===== config.mk =====
export PLATFORM = sky130hd
export DESIGN_NAME = block_drop_ctrl
export DESIGN_NICKNAME = d
export VERILOG_FILES = /design/src/rtl/block_drop_ctrl.sv
export SDC_FILE = /design/constraint.sdc
export NUM_CORES = 1
export LEC_CHECK = 0
export ABC_AREA = 1
export BUFFER_PORTS_ARGS = -buffer_cell sky130_fd_sc_hd__buf_2
export CAP_MARGIN = 40
export CORE_MARGIN = 8
export CORE_UTILIZATION = 58
export CTS_CLUSTER_DIAMETER = 120
export DETAILED_ROUTE_END_ITERATION = 10
export GPL_TIMING_DRIVEN = 1
export PLACE_DENSITY = 0.79
export SYNTH_ARGS = -nofsm -noshare
export SYNTH_HDL_FRONTEND = slang
export SYNTH_SLANG_ARGS = --single-unit

===== constraint.sdc =====
create_clock -name clock -period 1.85 [get_ports clock]
set_input_delay 0.37 -clock clock [delete_from_list [all_inputs] [get_ports clock]]
set_output_delay 0.37 -clock clock [all_outputs]
set_load 0.02 [all_outputs]

===== src/rtl/block_drop_ctrl.sv =====
// Falling-block controller: spawns a block, drops it one row per step period,
// and drives erase/draw plot handshakes with the drawing datapath until it lands.
module block_drop_ctrl #(
  parameter logic [19:0] TICK_MAX        = 20'd833332,
  parameter logic [3:0]  FRAMES_PER_STEP = 4'd15,
  parameter logic [7:0]  X_INIT          = 8'd76,
  parameter logic [6:0]  Y_MAX           = 7'd116
) (
  input  logic       clock,
  input  logic       resetn,
  input  logic       start,
  input  logic       enable,
  input  logic       blocked,
  input  logic       plot_done,
  output logic       plot_req,
  output logic       erase,
  output logic [7:0] x,
  output logic [6:0] y,
  output logic       landed,
  output logic       busy
);

  typedef enum logic [2:0] {
    S_IDLE, S_SPAWN, S_WAIT, S_CHECK, S_ERASE, S_MOVE, S_DRAW, S_LAND
  } state_t;

  state_t      state;
  logic [19:0] tick_cnt;
  logic [3:0]  frame_cnt;
  logic        handshake;

  // A plot completes only while a request is actually outstanding.
  assign handshake = plot_req & plot_done;

  always_ff @(posedge clock) begin
    if (!resetn) begin
      state     <= S_IDLE;
      plot_req  <= 1'b0;
      erase     <= 1'b0;
      landed    <= 1'b0;
      busy      <= 1'b0;
      x         <= 8'd0;
      y         <= 7'd0;
      tick_cnt  <= TICK_MAX;
      frame_cnt <= 4'd0;
    end else begin
      case (state)
        S_IDLE: begin
          if (start) begin
            state    <= S_SPAWN;
            x        <= X_INIT;
            y        <= 7'd0;
            plot_req <= 1'b1;
            erase    <= 1'b0;
            busy     <= 1'b1;
          end
        end

        S_SPAWN, S_DRAW: begin
          if (handshake) begin
            state     <= S_WAIT;
            plot_req  <= 1'b0;
            tick_cnt  <= TICK_MAX;
            frame_cnt <= 4'd0;
          end
        end

        // Step period is (TICK_MAX+1)*FRAMES_PER_STEP enabled cycles.
        S_WAIT: begin
          if (enable) begin
            if (tick_cnt == 20'd0) begin
              tick_cnt <= TICK_MAX;
              if (frame_cnt == FRAMES_PER_STEP - 4'd1) begin
                frame_cnt <= 4'd0;
                state     <= S_CHECK;
              end else begin
                frame_cnt <= frame_cnt + 4'd1;
              end
            end else begin
              tick_cnt <= tick_cnt - 20'd1;
            end
          end
        end

        S_CHECK: begin
          if (blocked || (y == Y_MAX)) begin
            state  <= S_LAND;
            landed <= 1'b1;
          end else begin
            state    <= S_ERASE;
            plot_req <= 1'b1;
            erase    <= 1'b1;
          end
        end

        S_ERASE: begin
          if (handshake) begin
            state    <= S_MOVE;
            plot_req <= 1'b0;
            erase    <= 1'b0;
          end
        end

        S_MOVE: begin
          if (y < Y_MAX) y <= y + 7'd1;
          state    <= S_DRAW;
          plot_req <= 1'b1;
          erase    <= 1'b0;
        end

        S_LAND: begin
          state  <= S_IDLE;
          landed <= 1'b0;
          busy   <= 1'b0;
        end

        default: begin
          state    <= S_IDLE;
          plot_req <= 1'b0;
          erase    <= 1'b0;
          landed   <= 1'b0;
          busy     <= 1'b0;
        end
      endcase
    end
  end

endmodule


==> qor.yml, run 1 <==
placement:
  port_buffers: 19
  pre_cts_slack_ns: 0.242
  post_dp_cell_area_um2: 2380
  placed_cells: 415
  hpwl_um: 3660
  gp_congestion: 0.925
sta:
  fin_ws_ns: 0.247
  fmax_ghz: 0.624
  rsz0062_at_grt: "false"
  finalMaxSlewViolations: 0
  period_needed_ns: 1.60
  hold_viol: 0
  whs_ns: 0.397
  totalNegativeSetupSlack_ns: 0
  fin_crit_sh_pct: 86.7
  finalSetupViolCount: 0
  skew_ns: 0.00527
die:
  die_area_um2: 6220
  pin_count: 25
  start_util_pct: 58.5
  core_area_um2: 3910
  die_w_um: 78.9
  die_y_um: 78.9
  core.rowCount: 23
clocking:
  postCtsHoldBufs: 0
  cts_num_sinks: 39
  root_buffer: "clkbuf_8"
  numCtsBuffers: 5
  cts_tree: "yes"
  htreeDepth: 2
  ctsResizeCount: 0
  path_clk_slew_ns: 0.08
  ctsLongestPathBuffers: 2
  cts_setup_buffers: 0
  insertion_delay_ns: 0.30
final_layout:
  fin_area_um2: 2470
  layout-drive-gt1-share_pct: 12.6
  post-route-util_pct: 63.2
  multi_input_area_um2: 1280
  fill_cells: 397
  regArea_um2: 781
  final_nets: 385
  antenna_cells: 0
  area_delta_synth_final_pct: 7.97
  fin_cells: 424
synth:
  synth_ff_type: "dfxtp_1"
  yosys_warnings: 0
  yosysTopAreaCellShare_pct: 34.1
  synth.largest_area_cell: "dfxtp_1"
  synth_edf_count: 0
  synth_area_leaders: "dfxtp_1 (34%), nand2_1 (15%), nor2_1 (9.0%), nand3_1 (7.9%), inv_1 (5.7%)"
  synth_area_um2: 2290
  syn_inst: 354
  avgSynthCellArea_um2: 6.47
  synth_seq_cells: 39
  synth.distinct_cells: 30
  seq_area_frac_synth_pct: 34.1
  async_reset_ff_share_pct: 0
pwr:
  totalPowerFinal_mw: 2.73
  powerDensity_nw_per_um2: 1100
  p_leak_nw: 1.11
  p_int_mw: 1.54
  pwr-share-clk_pct: 21.2
  seq_power_share_pct: 37.7
  power_switching_mw: 1.19
  p_comb_share_pct: 41.1
  irDropWorstVdd_v: 0.000802
  switching_share_pct: 43.4
status:
  status: "finished, final reports clean"
grt:
  grt_usage_pct: 17.1
  antenna_found_initial: 0
  grt_pass1_wl_um: 8790
  grt_pass1_vias: 2061
  grt_start_max_net_pins: 21
  grt.overflow.total: 0
critical_path:
  startpoint_type: "register"
  reg2reg_depth: 9
  end_kind: "register"
  cp_cell_sequence: "inv_1 > ha_1 > nand2_1 > nor2_1 > nand4_1 > nor2_1 > nand2_1 > nand2_1 > nor2_1"
  critical_path.max_fanout: 5
  arrival_ns: 1.80
  criticalPathCategory: "register to register"
  max_stage_delay_ns: 0.31
  cp.required_ns: 2.04
  cpMaxStageDelayCell: "dfxtp_1"
routing:
  drtAntennaViolNets: 0
  routed_via_density: 5.19
  drc: 0
  drt-initial-drc-count: 128
  wl_um: 4840
  routedWlPerCell_um: 11.4
  firstDrtPassIters: 4
  vias: 2201
min_path:
  min_path_type: "primary input to register"
  hold_depth: 3
job:
  cap_violations: 0
==> synth_stat cells, drive strengths merged, types with 2 or more instances <==
library cell and count:
nor3 4, o21ai 15, xnor2 2, xor2 2
nand4 4, buf 13, nand2 97, inv 38
o21bai 4, dfxtp 39, ha 6, nor2 58
nand3b 7, a21oi 20, or2 2, nand3 38
==> cells in the final DEF (no fill, tap or decap), types with 2 or more instances in the layout <==
master | synthesis | routed
nand3_1 | 36 | 36
nand3_2 | 2 | 2
xnor2_1 | 2 | 2
dfxtp_1 | 39 | 39
nand4_1 | 4 | 4
xor2_1 | 2 | 2
nor2_2 | 2 | 2
a21oi_1 | 20 | 20
nand2_2 | 6 | 6
clkbuf_8 | 0 | 5
inv_1 | 35 | 35
nand3b_1 | 7 | 7
nand2_1 | 90 | 90
buf_4 | 8 | 3
buf_2 | 3 | 19
o21bai_1 | 4 | 4
o21ai_1 | 2 | 2
conb_1 | 1 | 5
inv_2 | 3 | 3
nor3_1 | 4 | 4
ha_1 | 6 | 6
clkinvlp_4 | 0 | 2
nor2_1 | 55 | 55
o21ai_0 | 13 | 13
or2_2 | 2 | 2
==> path summary, 6_finish.rpt <==
check                  to         from  slack, ns
max          tick_cnt[14]  tick_cnt[0]       0.25
min reg2reg         erase        erase       0.46
min          frame_cnt[3]       resetn       0.40
max reg2reg  tick_cnt[14]  tick_cnt[0]       0.25
==> state kept, by name (all words and copies together), names as in the netlist <==
register and cells:
state 3, landed 1, busy 1, y 7
tick_cnt 20, plot_req 1, x 1, frame_cnt 4
erase 1
==> cells by family after synthesis <==
kind of cell	count (synthesis)	share of synthesized area, %
AOI/OAI and AO/OA	41	9.56
buffers and inverters	52	10.6
other	1	0.164
xor gates and xnor gates	4	1.53
adders and majority gates	6	3.28
DFF	39	34.1
and+or+nand+nor	211	40.7
==> cell type report <==
type	count	area share, %
Inverter	38	5.77
Tap cell	50	2.53
Multi-Input combinational cell	267	51.8
Sequential cell	39	31.6
Clock inverter	3	0.809
Timing Repair Buffer	22	4.75
Clock buffer	5	2.78
==> worst max-delay path, delay by kind of cell (launching register included) <==
family / cells / cell delay, ns
fa+ha+maj: 1 / 0.24
buf+inv: 1 / 0.11
flops: 1 / 0.31
simple gates: 7 / 0.85
==> power by group through the flow <==
stage	Sequential [mW]	Clock, mW	Combinational (mW)
5_1_grt	1.05	0.636	1.29
6_report	1.03	0.578	1.12
4_1_cts	1.03	0.595	1.12
3_5_place_dp	1.05	0	1.12
2_1_floorplan	1.06	0	0.914
3_3_place_gp	1.05	0	1.10
==> per-layer routing <==
metal / wire (um) / GRT usage, % / up-vias
met5: 0 / 0 / -
met4: 76 / 6.11 / 0
met3: 221 / 5.19 / 9
met2: 2210 / 28.0 / 46
met1: 2330 / 20.6 / 993
li1: - / - / 1153
Note: power is estimated with default switching activity, not from simulation.
==> inputs of run 2 (changes only) <==
--- a/config.mk
+++ b/config.mk
@@ -6,7 +6,7 @@
 export NUM_CORES = 1
 export LEC_CHECK = 0
 export ABC_AREA = 1
-export BUFFER_PORTS_ARGS = -buffer_cell sky130_fd_sc_hd__buf_2
+export BUFFER_PORTS_ARGS = -buffer_cell sky130_fd_sc_hd__buf_4
 export CAP_MARGIN = 40
 export CORE_MARGIN = 8
 export CORE_UTILIZATION = 58
==> qor.yml, run 2 (synthesis gave the netlist of run 1 again) <==
status:
  status: "finished, final reports clean"
critical_path:
  end_kind: "register"
  reg2reg_from: "tick_cnt[4]"
  crit_path_start: "tick_cnt[4]"
  cp_top_family: "simple AND/OR/NAND/NOR gates"
  startpoint_type: "register"
  cp.required_ns: 2.09
  cpMaxStageDelayCell: "dfxtp_1"
  max_stage_delay_ns: 0.34
  critPathBufInv: 1
  critical_path.max_fanout: 9
  arrival_ns: 1.92
  cp_cell_sequence: "nor2_1 > nand2_1 > nor2_1 > nand3_1 > nand2_2 > nand2_2 > nand2_4 > inv_2 > nand2_1"
  criticalPathCategory: "register to register"
final_layout:
  largest_register: "tick_cnt"
  final_nets: 384
  fin_cells: 423
  antenna_cells: 0
  largest_register_ff_count: 20
  top_regs: "tick_cnt x20, y x7, frame_cnt x4"
  layout-drive-gt1-share_pct: 12.3
  final_common_cell: "nand2_1"
  area_delta_synth_final_pct: 10.8
  fin_area_um2: 2540
  final_cell_mix: "nand2_1 (90), nor2_1 (55), dfxtp_1 (39)"
routing:
  highest_layer: "met4"
  routed_via_density: 5.24
  firstDrtPassIters: 4
  wl_met3_um: 228
  drc: 0
  drtAntennaViolNets: 0
  vias: 2215
  routedWlPerCell_um: 12.0
  wl_met1_um: 2290
  drt-initial-drc-count: 163
  wl_met2_um: 2510
  wl_um: 5080
sta:
  fin_crit_sh_pct: 90.7
  finalMaxSlewViolations: 0
  totalNegativeSetupSlack_ns: 0
  fmax_ghz: 0.596
  period_needed_ns: 1.68
  skew_ns: 0.00820
  finalSetupViolCount: 0
  hold_viol: 0
  rsz0062_at_grt: "false"
die:
  die_area_um2: 6220
  die_w_um: 78.9
  start_util_pct: 58.5
  core_area_um2: 3910
  die_y_um: 78.9
  pin_count: 25
  core.rowCount: 23
grt:
  grt_pass1_vias: 2016
  grt_start_max_net_pins: 21
  antenna_found_initial: 0
  grt_pass1_wl_um: 8740
  grt.overflow.total: 0
  grt_usage_pct: 17.0
pwr:
  power_switching_mw: 1.20
  p_leak_nw: 1.12
  p_int_mw: 1.70
  powerDensity_nw_per_um2: 1150
  pwr-share-clk_pct: 24.8
  seq_power_share_pct: 35.5
  p_comb_share_pct: 39.6
  irDropWorstVdd_v: 0.000749
  switching_share_pct: 41.5
job:
  cap_violations: 0
clocking:
  postCtsHoldBufs: 0
  path_clk_slew_ns: 0.08
  ctsLongestPathBuffers: 2
  cts_num_sinks: 39
  ctsResizeCount: 0
  htreeDepth: 2
  cts_tree: "yes"
  root_buffer: "clkbuf_8"
  numCtsBuffers: 5
  insertion_delay_ns: 0.30
  cts_setup_buffers: 0
placement:
  placed_cells: 415
  gp_congestion: 0.910
  post_dp_cell_area_um2: 2420
  port_buffers: 19
  hpwl_um: 3770
min_path:
  min_path_type: "primary input to register"
  hp-start: "resetn"
[run 2: cell count changes in the layout (fill, tap and decap cells not counted), sizes merged]
cell      delta
buf          -1
clkinvlp     -2
clkinv       +1
bufinv       +1
[run 2: layout make-up]
cell class,count,area [um^2]
inverters,38,143
well taps,50,62.6
flip-flops and latches,39,781
clock buffers,5,68.8
fillers,376,1380
clock inverters,3,43.8
repair buffers,21,158
multi-input cells,267,1280
[run 2: path summary, 6_finish.rpt]
path                  endpoint  slack [ns]  cells after the start
setup / recovery   tick_cnt[9]        0.17                      9
setup reg to reg   tick_cnt[9]        0.17                      9
hold / removal    frame_cnt[3]        0.38                      3
hold reg to reg          erase        0.46                      2
[run 2: per-layer routing]
metal | global-route usage, % | vias up
met3 | 4.85 | 6
li1 | - | 1152
met1 | 20.0 | 1009
met4 | 5.74 | 0
met2 | 29.2 | 48
met5 | 0 | -
[run 2: stage by stage]
step	utilization (%)	setup WS, ns	power [mW]	hold WS (ns)
2_1_floorplan	-	0.460	1.98	0.439
3_3_place_gp	62.0	0.281	2.17	0.449
3_5_place_dp	62.0	0.193	2.20	0.459
4_1_cts	64.8	0.180	2.93	0.367
5_1_grt	64.8	0.00709	3.14	0.374
6_report	64.8	0.172	2.91	0.375
[run 2: worst min-delay path: stages]
cell     delay, ns
buf_4         0.16
nand2_1       0.07
nor2_1        0.03
[run 2: power by group through the flow]
stage / Clock (mW) / Combinational, mW / Sequential (mW)
2_1_floorplan: 0 / 0.914 / 1.06
4_1_cts: 0.739 / 1.16 / 1.03
6_report: 0.721 / 1.15 / 1.03
3_3_place_gp: 0 / 1.12 / 1.05
3_5_place_dp: 0 / 1.15 / 1.05
5_1_grt: 0.778 / 1.31 / 1.05
